## config.mk

```make
export PLATFORM = sky130hd
export DESIGN_NAME = mig_app_arbiter
export DESIGN_NICKNAME = d
export VERILOG_FILES = /design/src/rtl/mig_app_arbiter.sv
export SDC_FILE = /design/constraint.sdc
export NUM_CORES = 1
export LEC_CHECK = 0
export BUFFER_PORTS_ARGS = -buffer_cell sky130_fd_sc_hd__buf_2
export CAP_MARGIN = 20
export CELL_PAD_IN_SITES_DETAIL_PLACEMENT = 0
export CELL_PAD_IN_SITES_GLOBAL_PLACEMENT = 1
export CORE_AREA = 2 2 308 310
export CTS_CLUSTER_SIZE = 20
export DETAILED_ROUTE_END_ITERATION = 6
export DIE_AREA = 0 0 310 312
export GPL_TIMING_DRIVEN = 0
export PLACE_DENSITY = 0.44
export RECOVER_POWER = 50
export SETUP_SLACK_MARGIN = 0.4
export SYNTH_ARGS = -nofsm -noshare
export SYNTH_HDL_FRONTEND = slang
export SYNTH_SLANG_ARGS = --single-unit
```

## constraint.sdc

```tcl
create_clock -name clk -period 2.8 [get_ports clk]
set_input_delay 0.28 -clock clk [delete_from_list [all_inputs] [get_ports clk]]
set_output_delay 0.28 -clock clk [all_outputs]
set_load 0.05 [all_outputs]
```

## src/rtl/mig_app_arbiter.sv

```systemverilog
// Two-requester arbiter in front of a MIG UI port; a read-tag FIFO routes read returns back to their requester.
// Build option: define MIG_ARB_FIXED_PRIO_EN for fixed priority (requester 0 wins), otherwise round-robin.
module mig_app_arbiter #(
  parameter  int ADDR_WIDTH     = 28,
  parameter  int APP_DATA_WIDTH = 128,
  parameter  int TAG_DEPTH      = 16,
  localparam int APP_MASK_WIDTH = APP_DATA_WIDTH / 8
) (
  input  logic                        clk,
  input  logic                        rst,
  input  logic                        init_calib_complete,
  input  logic [1:0]                  req_valid,
  input  logic [5:0]                  req_cmd,
  input  logic [2*ADDR_WIDTH-1:0]     req_addr,
  input  logic [2*APP_DATA_WIDTH-1:0] req_wdata,
  input  logic [2*APP_MASK_WIDTH-1:0] req_wmask,
  output logic [1:0]                  req_ready,
  output logic [APP_DATA_WIDTH-1:0]   rsp_data,
  output logic [1:0]                  rsp_valid,
  output logic [ADDR_WIDTH-1:0]       app_addr,
  output logic [2:0]                  app_cmd,
  output logic                        app_en,
  output logic [APP_DATA_WIDTH-1:0]   app_wdf_data,
  output logic [APP_MASK_WIDTH-1:0]   app_wdf_mask,
  output logic                        app_wdf_wren,
  output logic                        app_wdf_end,
  input  logic                        app_rdy,
  input  logic                        app_wdf_rdy,
  input  logic [APP_DATA_WIDTH-1:0]   app_rd_data,
  input  logic                        app_rd_data_valid,
  output logic                        busy,
  output logic                        err
);
  localparam logic [1:0] S_WAIT_CAL = 2'd0;
  localparam logic [1:0] S_IDLE     = 2'd1;
  localparam logic [1:0] S_ISSUE    = 2'd2;
  localparam logic [2:0] CMD_WRITE  = 3'b000;
  localparam logic [2:0] CMD_READ   = 3'b001;
  localparam int         PTR_W      = $clog2(TAG_DEPTH);
  localparam logic [PTR_W:0] PTR_ONE = 1;

  logic [1:0]                r_state;
  logic [2:0]                r_cmd;
  logic [ADDR_WIDTH-1:0]     r_addr;
  logic [APP_DATA_WIDTH-1:0] r_wdata;
  logic [APP_MASK_WIDTH-1:0] r_wmask;
  logic                      r_id;
  logic                      r_cmd_done;
  logic                      r_wdf_done;
  logic                      r_err;
  logic [1:0]                r_rsp_valid;
  logic [APP_DATA_WIDTH-1:0] r_rsp_data;
  logic                      r_tag_mem [TAG_DEPTH];
  logic [PTR_W:0]            r_wr_ptr;
  logic [PTR_W:0]            r_rd_ptr;
`ifndef MIG_ARB_FIXED_PRIO_EN
  logic                      r_last;
`endif

  logic                      w_fifo_full;
  logic                      w_fifo_empty;
  logic [1:0]                w_elig;
  logic                      w_gnt_id;
  logic                      w_grant;
  logic [2:0]                w_sel_cmd;
  logic                      w_issue;
  logic                      w_is_write;
  logic                      w_cmd_hs;
  logic                      w_wdf_hs;
  logic                      w_cmd_fin;
  logic                      w_wdf_fin;
  logic                      w_push;

  assign w_fifo_empty = (r_wr_ptr == r_rd_ptr);
  assign w_fifo_full  = (r_wr_ptr[PTR_W] != r_rd_ptr[PTR_W]) &&
                        (r_wr_ptr[PTR_W-1:0] == r_rd_ptr[PTR_W-1:0]);

  // A read may only be granted while a tag slot is free; other commands never wait on the FIFO.
  for (genvar gi = 0; gi < 2; gi++) begin : g_elig
    assign w_elig[gi] = req_valid[gi] && !((req_cmd[3*gi +: 3] == CMD_READ) && w_fifo_full);
  end

`ifdef MIG_ARB_FIXED_PRIO_EN
  assign w_gnt_id = !w_elig[0];
`else
  assign w_gnt_id = (w_elig == 2'b11) ? !r_last : !w_elig[0];
`endif

  assign w_grant   = !rst && (r_state == S_IDLE) && init_calib_complete && (w_elig != 2'b00);
  assign w_sel_cmd = w_gnt_id ? req_cmd[5:3] : req_cmd[2:0];
  assign req_ready = w_grant ? (2'b01 << w_gnt_id) : 2'b00;

  assign w_issue    = !rst && (r_state == S_ISSUE);
  assign w_is_write = (r_cmd == CMD_WRITE);
  assign app_en       = w_issue && !r_cmd_done;
  assign app_wdf_wren = w_issue && w_is_write && !r_wdf_done;
  assign app_wdf_end  = app_wdf_wren;
  assign app_wdf_data = (w_issue && w_is_write) ? r_wdata : '0;
  assign app_wdf_mask = (w_issue && w_is_write) ? r_wmask : '0;
  assign app_cmd      = r_cmd;
  assign app_addr     = r_addr;

  assign w_cmd_hs  = app_en && app_rdy;
  assign w_wdf_hs  = app_wdf_wren && app_wdf_rdy;
  assign w_cmd_fin = r_cmd_done || w_cmd_hs;
  assign w_wdf_fin = r_wdf_done || w_wdf_hs || !w_is_write;
  assign w_push    = w_cmd_hs && (r_cmd == CMD_READ);

  assign busy      = (r_state == S_ISSUE);
  assign err       = r_err;
  assign rsp_valid = r_rsp_valid;
  assign rsp_data  = r_rsp_data;

  always_ff @(posedge clk) begin
    if (w_push) r_tag_mem[r_wr_ptr[PTR_W-1:0]] <= r_id;
  end

  always_ff @(posedge clk) begin
    if (rst) begin
      r_state     <= S_WAIT_CAL;
      r_cmd       <= '0;
      r_addr      <= '0;
      r_wdata     <= '0;
      r_wmask     <= '0;
      r_id        <= 1'b0;
      r_cmd_done  <= 1'b0;
      r_wdf_done  <= 1'b0;
      r_err       <= 1'b0;
      r_rsp_valid <= 2'b00;
      r_rsp_data  <= '0;
      r_wr_ptr    <= '0;
      r_rd_ptr    <= '0;
`ifndef MIG_ARB_FIXED_PRIO_EN
      r_last      <= 1'b1;
`endif
    end else begin
      r_rsp_valid <= 2'b00;
      case (r_state)
        S_WAIT_CAL: if (init_calib_complete) r_state <= S_IDLE;
        S_IDLE: begin
          if (!init_calib_complete) begin
            r_state <= S_WAIT_CAL;
          end else if (w_grant) begin
            r_cmd      <= w_sel_cmd;
            r_addr     <= w_gnt_id ? req_addr[2*ADDR_WIDTH-1:ADDR_WIDTH] : req_addr[ADDR_WIDTH-1:0];
            r_wdata    <= w_gnt_id ? req_wdata[2*APP_DATA_WIDTH-1:APP_DATA_WIDTH] : req_wdata[APP_DATA_WIDTH-1:0];
            r_wmask    <= w_gnt_id ? req_wmask[2*APP_MASK_WIDTH-1:APP_MASK_WIDTH] : req_wmask[APP_MASK_WIDTH-1:0];
            r_id       <= w_gnt_id;
            r_cmd_done <= 1'b0;
            r_wdf_done <= 1'b0;
`ifndef MIG_ARB_FIXED_PRIO_EN
            r_last     <= w_gnt_id;
`endif
            // Unknown commands are consumed but never reach the MIG.
            if (w_sel_cmd == CMD_WRITE || w_sel_cmd == CMD_READ) r_state <= S_ISSUE;
            else r_err <= 1'b1;
          end
        end
        S_ISSUE: begin
          if (w_cmd_hs) r_cmd_done <= 1'b1;
          if (w_wdf_hs) r_wdf_done <= 1'b1;
          if (w_cmd_fin && w_wdf_fin) r_state <= init_calib_complete ? S_IDLE : S_WAIT_CAL;
        end
        default: r_state <= S_WAIT_CAL;
      endcase

      if (app_rd_data_valid) begin
        if (w_fifo_empty) begin
          r_err <= 1'b1;
        end else begin
          r_rd_ptr    <= r_rd_ptr + PTR_ONE;
          r_rsp_valid <= 2'b01 << r_tag_mem[r_rd_ptr[PTR_W-1:0]];
          r_rsp_data  <= app_rd_data;
        end
      end
      if (w_push) r_wr_ptr <= r_wr_ptr + PTR_ONE;
    end
  end
endmodule

```

==> results of run 1 <==
[power by group through the flow]
stage / clock network (mW) / registers (mW) / logic (mW)
finish: 5.89 / 5.04 / 1.42
detailed placement: 0 / 5.14 / 0.854
global placement: 0 / 5.14 / 0.845
CTS: 6.10 / 5.04 / 1.43
floorplan: 0 / 5.18 / 0.267
global route: 6.31 / 5.05 / 1.52
[timing repair]
item                                    4_1_cts  5_1_grt
hold buffers                                459        0
gates resized for setup                     537      160
endpoints found under the setup margin      428      419
gates cloned                                  8        7
setup buffers                                16        3
hold endpoints to repair                    305        0
pin swaps                                    51       23
[per-layer routing]
metal	vias up	track usage	routed length (µm)
li1	8076	-	-
met1	8298	0.194	34100
met2	632	0.293	41800
met3	114	0.0384	5640
met4	4	0.0495	2360
met5	-	0	21
[cell usage after synthesis, drive strengths merged (2+ instances only)]
cell,instances
ha,5
nor2,27
nand2b,7
xnor2,6
a21o,2
nand3,3
and3b,2
o2111ai,2
nor3b,3
buf,65
inv,5
o211a,2
edfxtp,16
and3,176
and2,146
nand2,268
mux4,5
a221o,175
nor2b,2
nor3,5
o21a,5
o21ai,6
clkbuf,79
a21oi,135
dfxtp,326
xor2,6
nand4,2
o211ai,4
[through the flow]
| step | hold WS, ns | total power [mW] |
|---|---|---|
| after CTS | 0.00225 | 12.6 |
| after detailed placement | 0.443 | 5.99 |
| final | 0.0436 | 12.4 |
| after global placement | 0.441 | 5.99 |
| after floorplan | 0.410 | 5.45 |
| after global routing | 0.0253 | 12.9 |
[worst max-delay path, cell delays in order (launching register included)]
cell and delay (ns):
dfxtp_1 0.46, nor2_2 0.09, and3b_2 0.24, buf_4 0.15, clkbuf_16 0.16, buf_6 0.12
clkbuf_16 0.15, and2_4 0.16, buf_8 0.14
[flip-flops by register name, indices dropped and copies added (netlist names), named ones only]
register / cells
err: 1
r_last: 1
r_wr_ptr: 5
app_addr: 28
rsp_data: 128
r_rd_ptr: 5
r_state: 2
rsp_valid: 2
r_tag_mem: 16
r_id: 1
r_wdata: 128
r_wdf_done: 1
r_cmd_done: 1
r_wmask: 16
app_cmd: 3
[layout make-up]
type                    instances  area (µm²)
diodes                          4        10.0
plain buffers                 144        1170
clock buffers                  70        1390
clock inverters                12        88.8
fillers                     10100       64900
inverters                       5        18.8
multi-input cells            1009        6700
flip-flops and latches        342        7020
well taps                    1254        1570
repair buffers               1290       10200
[cells in the final DEF, fill, tap and decap left out, types with 6 or more instances in the layout]
cell	n
buf_2	504
dlygate4sd3_1	459
dfxtp_1	318
nand2_1	268
clkbuf_1	225
and3_1	176
a221o_1	175
a21oi_1	135
and2_4	102
buf_8	93
clkbuf_16	68
buf_6	67
and2_1	44
buf_4	28
nor2_1	26
clkbuf_2	25
buf_12	20
edfxtp_1	16
clkbuf_8	10
nand2b_1	6
dfxtp_2	6
[cell families (layout without fill, tap and decap cells)]
group | after synthesis | count (layout) | synth area share
fa+ha+maj | 5 | 5 | 0.00444
compound gates | 339 | 339 | 0.189
other cells | 0 | 4 | 0
simple gates | 647 | 647 | 0.237
flops | 342 | 342 | 0.497
xor+xnor | 12 | 12 | 0.00852
mux | 6 | 6 | 0.00870
buf+inv | 149 | 1521 | 0.0555
[path summary, 6_finish.rpt]
path                       startpoint                   endpoint  cells past startpoint
max           app_cmd[2]$_SDFFE_PP0P_          app_wdf_data[118]                      8
min                     req_wdata[33]   r_wdata[33]$_SDFFE_PP0P_                      3
max reg2reg  r_rd_ptr[1]$_SDFFE_PP0P_  app_addr[13]$_SDFFE_PP0P_                      7
min reg2reg  rsp_data[5]$_SDFFE_PP0P_   rsp_data[5]$_SDFFE_PP0P_                      2
==> flow_summary_export.csv, run 1 <==
group,metric,value,unit
power,power.internal,9.29,mW
layout,nets,3329,
power,powerDensity,438,nW/µm²
power,switching_share,0.248,
layout,final_cells,4130,
timing,final_hold_viol_count,0,
timing,max_freq,389,MHz
clock_network,cts_sinks,342,
synthesis,synth_area,14100,µm²
grt,grt.total_usage,0.164,
routing,drt-pass1-iter-count,5,
synthesis,synth_top_cell_by_area,"dfxtp_1",
worst_hold_path,hold_path_class,"input pin to flip-flop",
placement,portBuffers,796,
grt,grt_pass1_vias,17900,
layout,syn2layout_area_growth,99.8,%
synthesis,syn_avg_cell_area,9.40,µm²
clock_network,cts_tree,"built",
synthesis,ys.flop_type,"dfxtp_1",
layout,final_area,28200,µm²
layout,final_util,0.303,
placement,dp.cells,3551,
critical_path,end_kind,"output port",
routing,drt_iter0_drc,956,
critical_path,worstSetupStartpointType,"flip-flop",
critical_path,rrSetupSlack,0.25,ns
placement,post-dp-hpwl,63.8,mm
grt,grt-ovfl-total,0,
layout,drive_gt1_frac,0.336,
synthesis,ys_async_sr_fraction,0,
routing,final_antenna_net_count,0,
critical_path,arrival,2.29,ns
timing,fin_setup_tns,0,ns
power,clockPowerShare,0.477,
synthesis,seq_area_frac_synth,0.497,
clock_network,path_clk_slew,0.05,ns
grt,grt_first_pass_wirelength,119,mm
timing,timing.final.crit_share,0.917,
floorplanning,rows,112,
timing,worst_pin_slew,0.883,ns
power,p_leak,12.2,nW
routing,vias_per_cell,4.15,
floorplanning,ioPinCount,798,
routing,wl,83.9,mm
synthesis,netlist.area_leader.share,0.463,
synthesis,yosys.cell_types.count,50,
timing,setup_ws,0.231,ns
power,p_seq_frac,0.408,
critical_path,crit_type,"flip-flop to output port",
timing,skew,0.0135,ns
floorplanning,die-area,96700,µm²
timing,setup_violations,0,
timing,max_slew_margin,0.411,
clock_network,clk_latency,0.60,ns
floorplanning,die_y,312,µm
clock_network,htreeDepth,2,
power,pwr-share-comb,0.115,
synthesis,yosys-top-cells-area,"dfxtp_1, a221o_1, and3_1",
clock_network,cts_max_path_buffers,3,
routing,wl_per_cell,20.3,µm
clock_network,cts_root_buf,"clkbuf_16",
power,p_sw,3.06,mW
grt,antenna_found_initial,9,
timing,rsz0062_at_grt,"yes",
grt,grt_start_max_net_pins,18,
routing,drc,0,
run,maxCapViolations,0,
outcome,outcome,"finished clean",
routing,vias,17100,
timing,period_minus_slack,2.57,ns
clock_network,numCtsBuffers,46,
floorplanning,core,93000,µm²
power,ir_drop,0.409,mV
placement,pre_cts_ws,-0.548,ns
synthesis,synth_edf_count,16,
synthesis,syn_nets,1991,
synthesis,netlist_instances,1500,
placement,place_area,19700,µm²
critical_path,path_max_fanout,5,
synthesis,ys_ff_latch,342,
floorplanning,dieWidth,310,µm
synthesis,yosysWarnings,0,
critical_path,crit_required,2.52,ns
timing,finalMaxSlewViolations,0,
placement,gp_congestion,0.860,
floorplanning,start_util,0.152,
No activity file was read; power rests on OpenSTA's default activity.
==> run 2: changes to the inputs <==
--- a/config.mk
+++ b/config.mk
@@ -7,14 +7,14 @@
 export LEC_CHECK = 0
 export BUFFER_PORTS_ARGS = -buffer_cell sky130_fd_sc_hd__buf_2
 export CAP_MARGIN = 20
-export CELL_PAD_IN_SITES_DETAIL_PLACEMENT = 0
-export CELL_PAD_IN_SITES_GLOBAL_PLACEMENT = 1
-export CORE_AREA = 2 2 308 310
+export CELL_PAD_IN_SITES_DETAIL_PLACEMENT = 1
+export CELL_PAD_IN_SITES_GLOBAL_PLACEMENT = 2
+export CORE_AREA = 2 2 311 313
 export CTS_CLUSTER_SIZE = 20
 export DETAILED_ROUTE_END_ITERATION = 6
-export DIE_AREA = 0 0 310 312
+export DIE_AREA = 0 0 313 315
 export GPL_TIMING_DRIVEN = 0
-export PLACE_DENSITY = 0.44
+export PLACE_DENSITY = 0.52
 export RECOVER_POWER = 50
 export SETUP_SLACK_MARGIN = 0.4
 export SYNTH_ARGS = -nofsm -noshare
==> constraint.sdc (replaced) <==
create_clock -name clk -period 2.8 [get_ports clk]
set_input_delay 0.28 -clock clk [delete_from_list [all_inputs] [get_ports clk]]
set_output_delay 0.28 -clock clk [all_outputs]
set_load 0.02 [all_outputs]
==> run 2 against run 1 <==
Clock-buffer cell count fell by 3. Non-clock buffer count rose by 16. Sequential share of layout area rose by 0.43 points. Power rose by 1.9%. Maximum frequency rose by 0.31%. Wire length rose by 2.4%. Combinational power barely moved. Clock skew rose by 0.0069 ns. Largest cell class unchanged.
==> flow_summary_export.csv, run 2 (synthesized netlist as in run 1, its figures left out) <==
group,metric,value,unit
floorplanning,ioPinCount,798,
floorplanning,start_util,0.147,
outcome,outcome,"finished clean",
timing,finalMaxSlewViolations,0,
floorplanning,dieWidth,313,µm
clock_network,htreeDepth,2,
critical_path,worstSetupStartpointType,"flip-flop",
floorplanning,die_y,315,µm
worst_hold_path,holdPathStages,3,
critical_path,crit_slowest_cell,"o21a_1",
power,ir_drop,0.358,mV
timing,max_freq,390,MHz
power,p_leak,12.1,nW
power,powerDensity,454,nW/µm²
grt,grt_start_max_net_pins,18,
floorplanning,rows,114,
layout,regArea,7030,µm²
placement,post-dp-hpwl,65.5,mm
timing,skew,0.0204,ns
timing,final_hold_viol_count,0,
critical_path,end_kind,"output port",
timing,period_minus_slack,2.56,ns
grt,grt.total_usage,0.166,
layout,syn2layout_area_growth,96.5,%
routing,vias_per_cell,4.14,
layout,drive_gt1_frac,0.335,
clock_network,path_clk_slew,0.06,ns
routing,drc,0,
layout,final_cell_mix,"buf_2, dlygate4sd3_1, dfxtp_1, nand2_1, clkbuf_1",
placement,portBuffers,796,
layout,nets,3345,
layout,multiInputGateArea,6680,µm²
power,power,12.6,mW
layout,fillers,11200,
clock_network,cts_tree,"built",
clock_network,cts_max_path_buffers,3,
critical_path,path_max_fanout,10,
routing,drt-pass1-iter-count,5,
floorplanning,die-area,98600,µm²
timing,max_slew_margin,0.449,
timing,setup_violations,0,
worst_hold_path,hold_path_class,"input pin to flip-flop",
routing,final_antenna_net_count,0,
clock_network,numCtsBuffers,46,
grt,grt_first_pass_wirelength,123,mm
routing,wl_per_cell,20.6,µm
routing,drt_iter0_drc,730,
grt,grt-ovfl-total,0,
layout,final_common_cell,"buf_2",
critical_path,crit_type,"flip-flop to output port",
critical_path,path_cells,"xor2_2 -> buf_4 -> nand3_2 -> o21a_1 -> clkbuf_4 -> and2_4 -> buf_6",
grt,grt_pass1_vias,18600,
run,maxCapViolations,0,
routing,wl,85.9,mm
floorplanning,core,95700,µm²
timing,worst_pin_slew,0.826,ns
timing,timing.final.crit_share,0.915,
clock_network,clk_latency,0.61,ns
critical_path,crit_required,2.52,ns
timing,rsz0062_at_grt,"yes",
critical_path,arrival,2.28,ns
layout,final_util,0.289,
placement,gp_congestion,0.867,
grt,antenna_found_initial,8,
clock_network,cts_root_buf,"clkbuf_16",
clock_network,cts_sinks,342,
critical_path,r2r_cells,10,
critical_path,max_stage_delay,0.36,ns
routing,vias,17300,
[run 2: cell types whose count changed in the layout (fill, tap and decap cells not counted), moves of 4 or more]
| cell | previous run | this run |
|---|---|---|
| buf_8 | 93 | 8 |
| buf_6 | 67 | 141 |
| buf_4 | 28 | 51 |
| buf_12 | 20 | 5 |
| and2_1 | 44 | 57 |
| and2_4 | 102 | 89 |
| buf_2 | 504 | 513 |
| clkbuf_16 | 68 | 61 |
| clkbuf_4 | 2 | 9 |
| dlygate4sd3_1 | 459 | 466 |
| clkinv_1 | 4 | 0 |
[run 2: timing repair]
action                                  in CTS  in global routing
buffers inserted                            24                  9
hold endpoints to repair                   306                  0
resized for setup                          403                142
cloned                                       7                  3
hold buffers                               466                  0
pin swaps                                   51                  8
endpoints found under the setup margin     452                400
[run 2: final timing paths]
path,from,endpoint,slack (ns)
min reg2reg,rsp_data[118]$_SDFFE_PP0P_,rsp_data[118]$_SDFFE_PP0P_,0.45
min,req_wdata[27],r_wdata[27]$_SDFFE_PP0P_,0.06
max reg2reg,r_wr_ptr[3]$_SDFFE_PP0P_,rsp_data[114]$_SDFFE_PP0P_,0.31
max,r_wr_ptr[4]$_SDFFE_PP0P_,req_ready[0],0.24
[run 2: report_power, final]
group	internal (mW)	total [mW]	leakage [nW]	switching, mW
Clock	3.66	6.14	0.742	2.48
Combinational	0.834	1.40	8.60	0.567
Sequential	4.99	5.04	2.77	0.0562
Total	9.48	12.6	12.1	3.10
[run 2: metrics by stage]
stage	worst slack, ns	hold slack [ns]	std cells	instance area, µm²	setup TNS [ns]
after CTS	0.205	0.000466	4150	27600	0
after floorplan	0.494	0.410	1500	14100	0
after global routing	0.0910	0.0266	4166	27700	0
after detailed placement	-0.705	0.445	3573	19700	-44.34
final	0.239	0.0573	4168	27700	0
after global placement	-0.602	0.440	3572	19700	-61.85
[run 2: layout make-up]
class                   count  share of cell area
clock inverters            13             0.00696
inverters                   5            0.000677
well taps                1276              0.0576
clock buffers              67              0.0481
multi-input cells        1009               0.241
diodes                      6            0.000542
flip-flops and latches    342               0.254
repair buffers           1306               0.349
plain buffers             144              0.0428
[run 2: critical path: cells and delay by family, from the launching register on]
family	cells	cell delay, ns
AND/OR/NAND/NOR	2	0.25
buffers and inverters	3	0.54
AO/OA/AOI/OAI	1	0.36
flip-flops	1	0.34
XOR/XNOR	1	0.17
[run 2: metal layers]
layer | global-route usage | part of all wire | wire length, µm
met4 | 0.0595 | 0.033 | 2850
met5 | 0 | 0.00037 | 32
met1 | 0.197 | 0.41 | 35200
met3 | 0.0320 | 0.051 | 4410
met2 | 0.297 | 0.50 | 43400
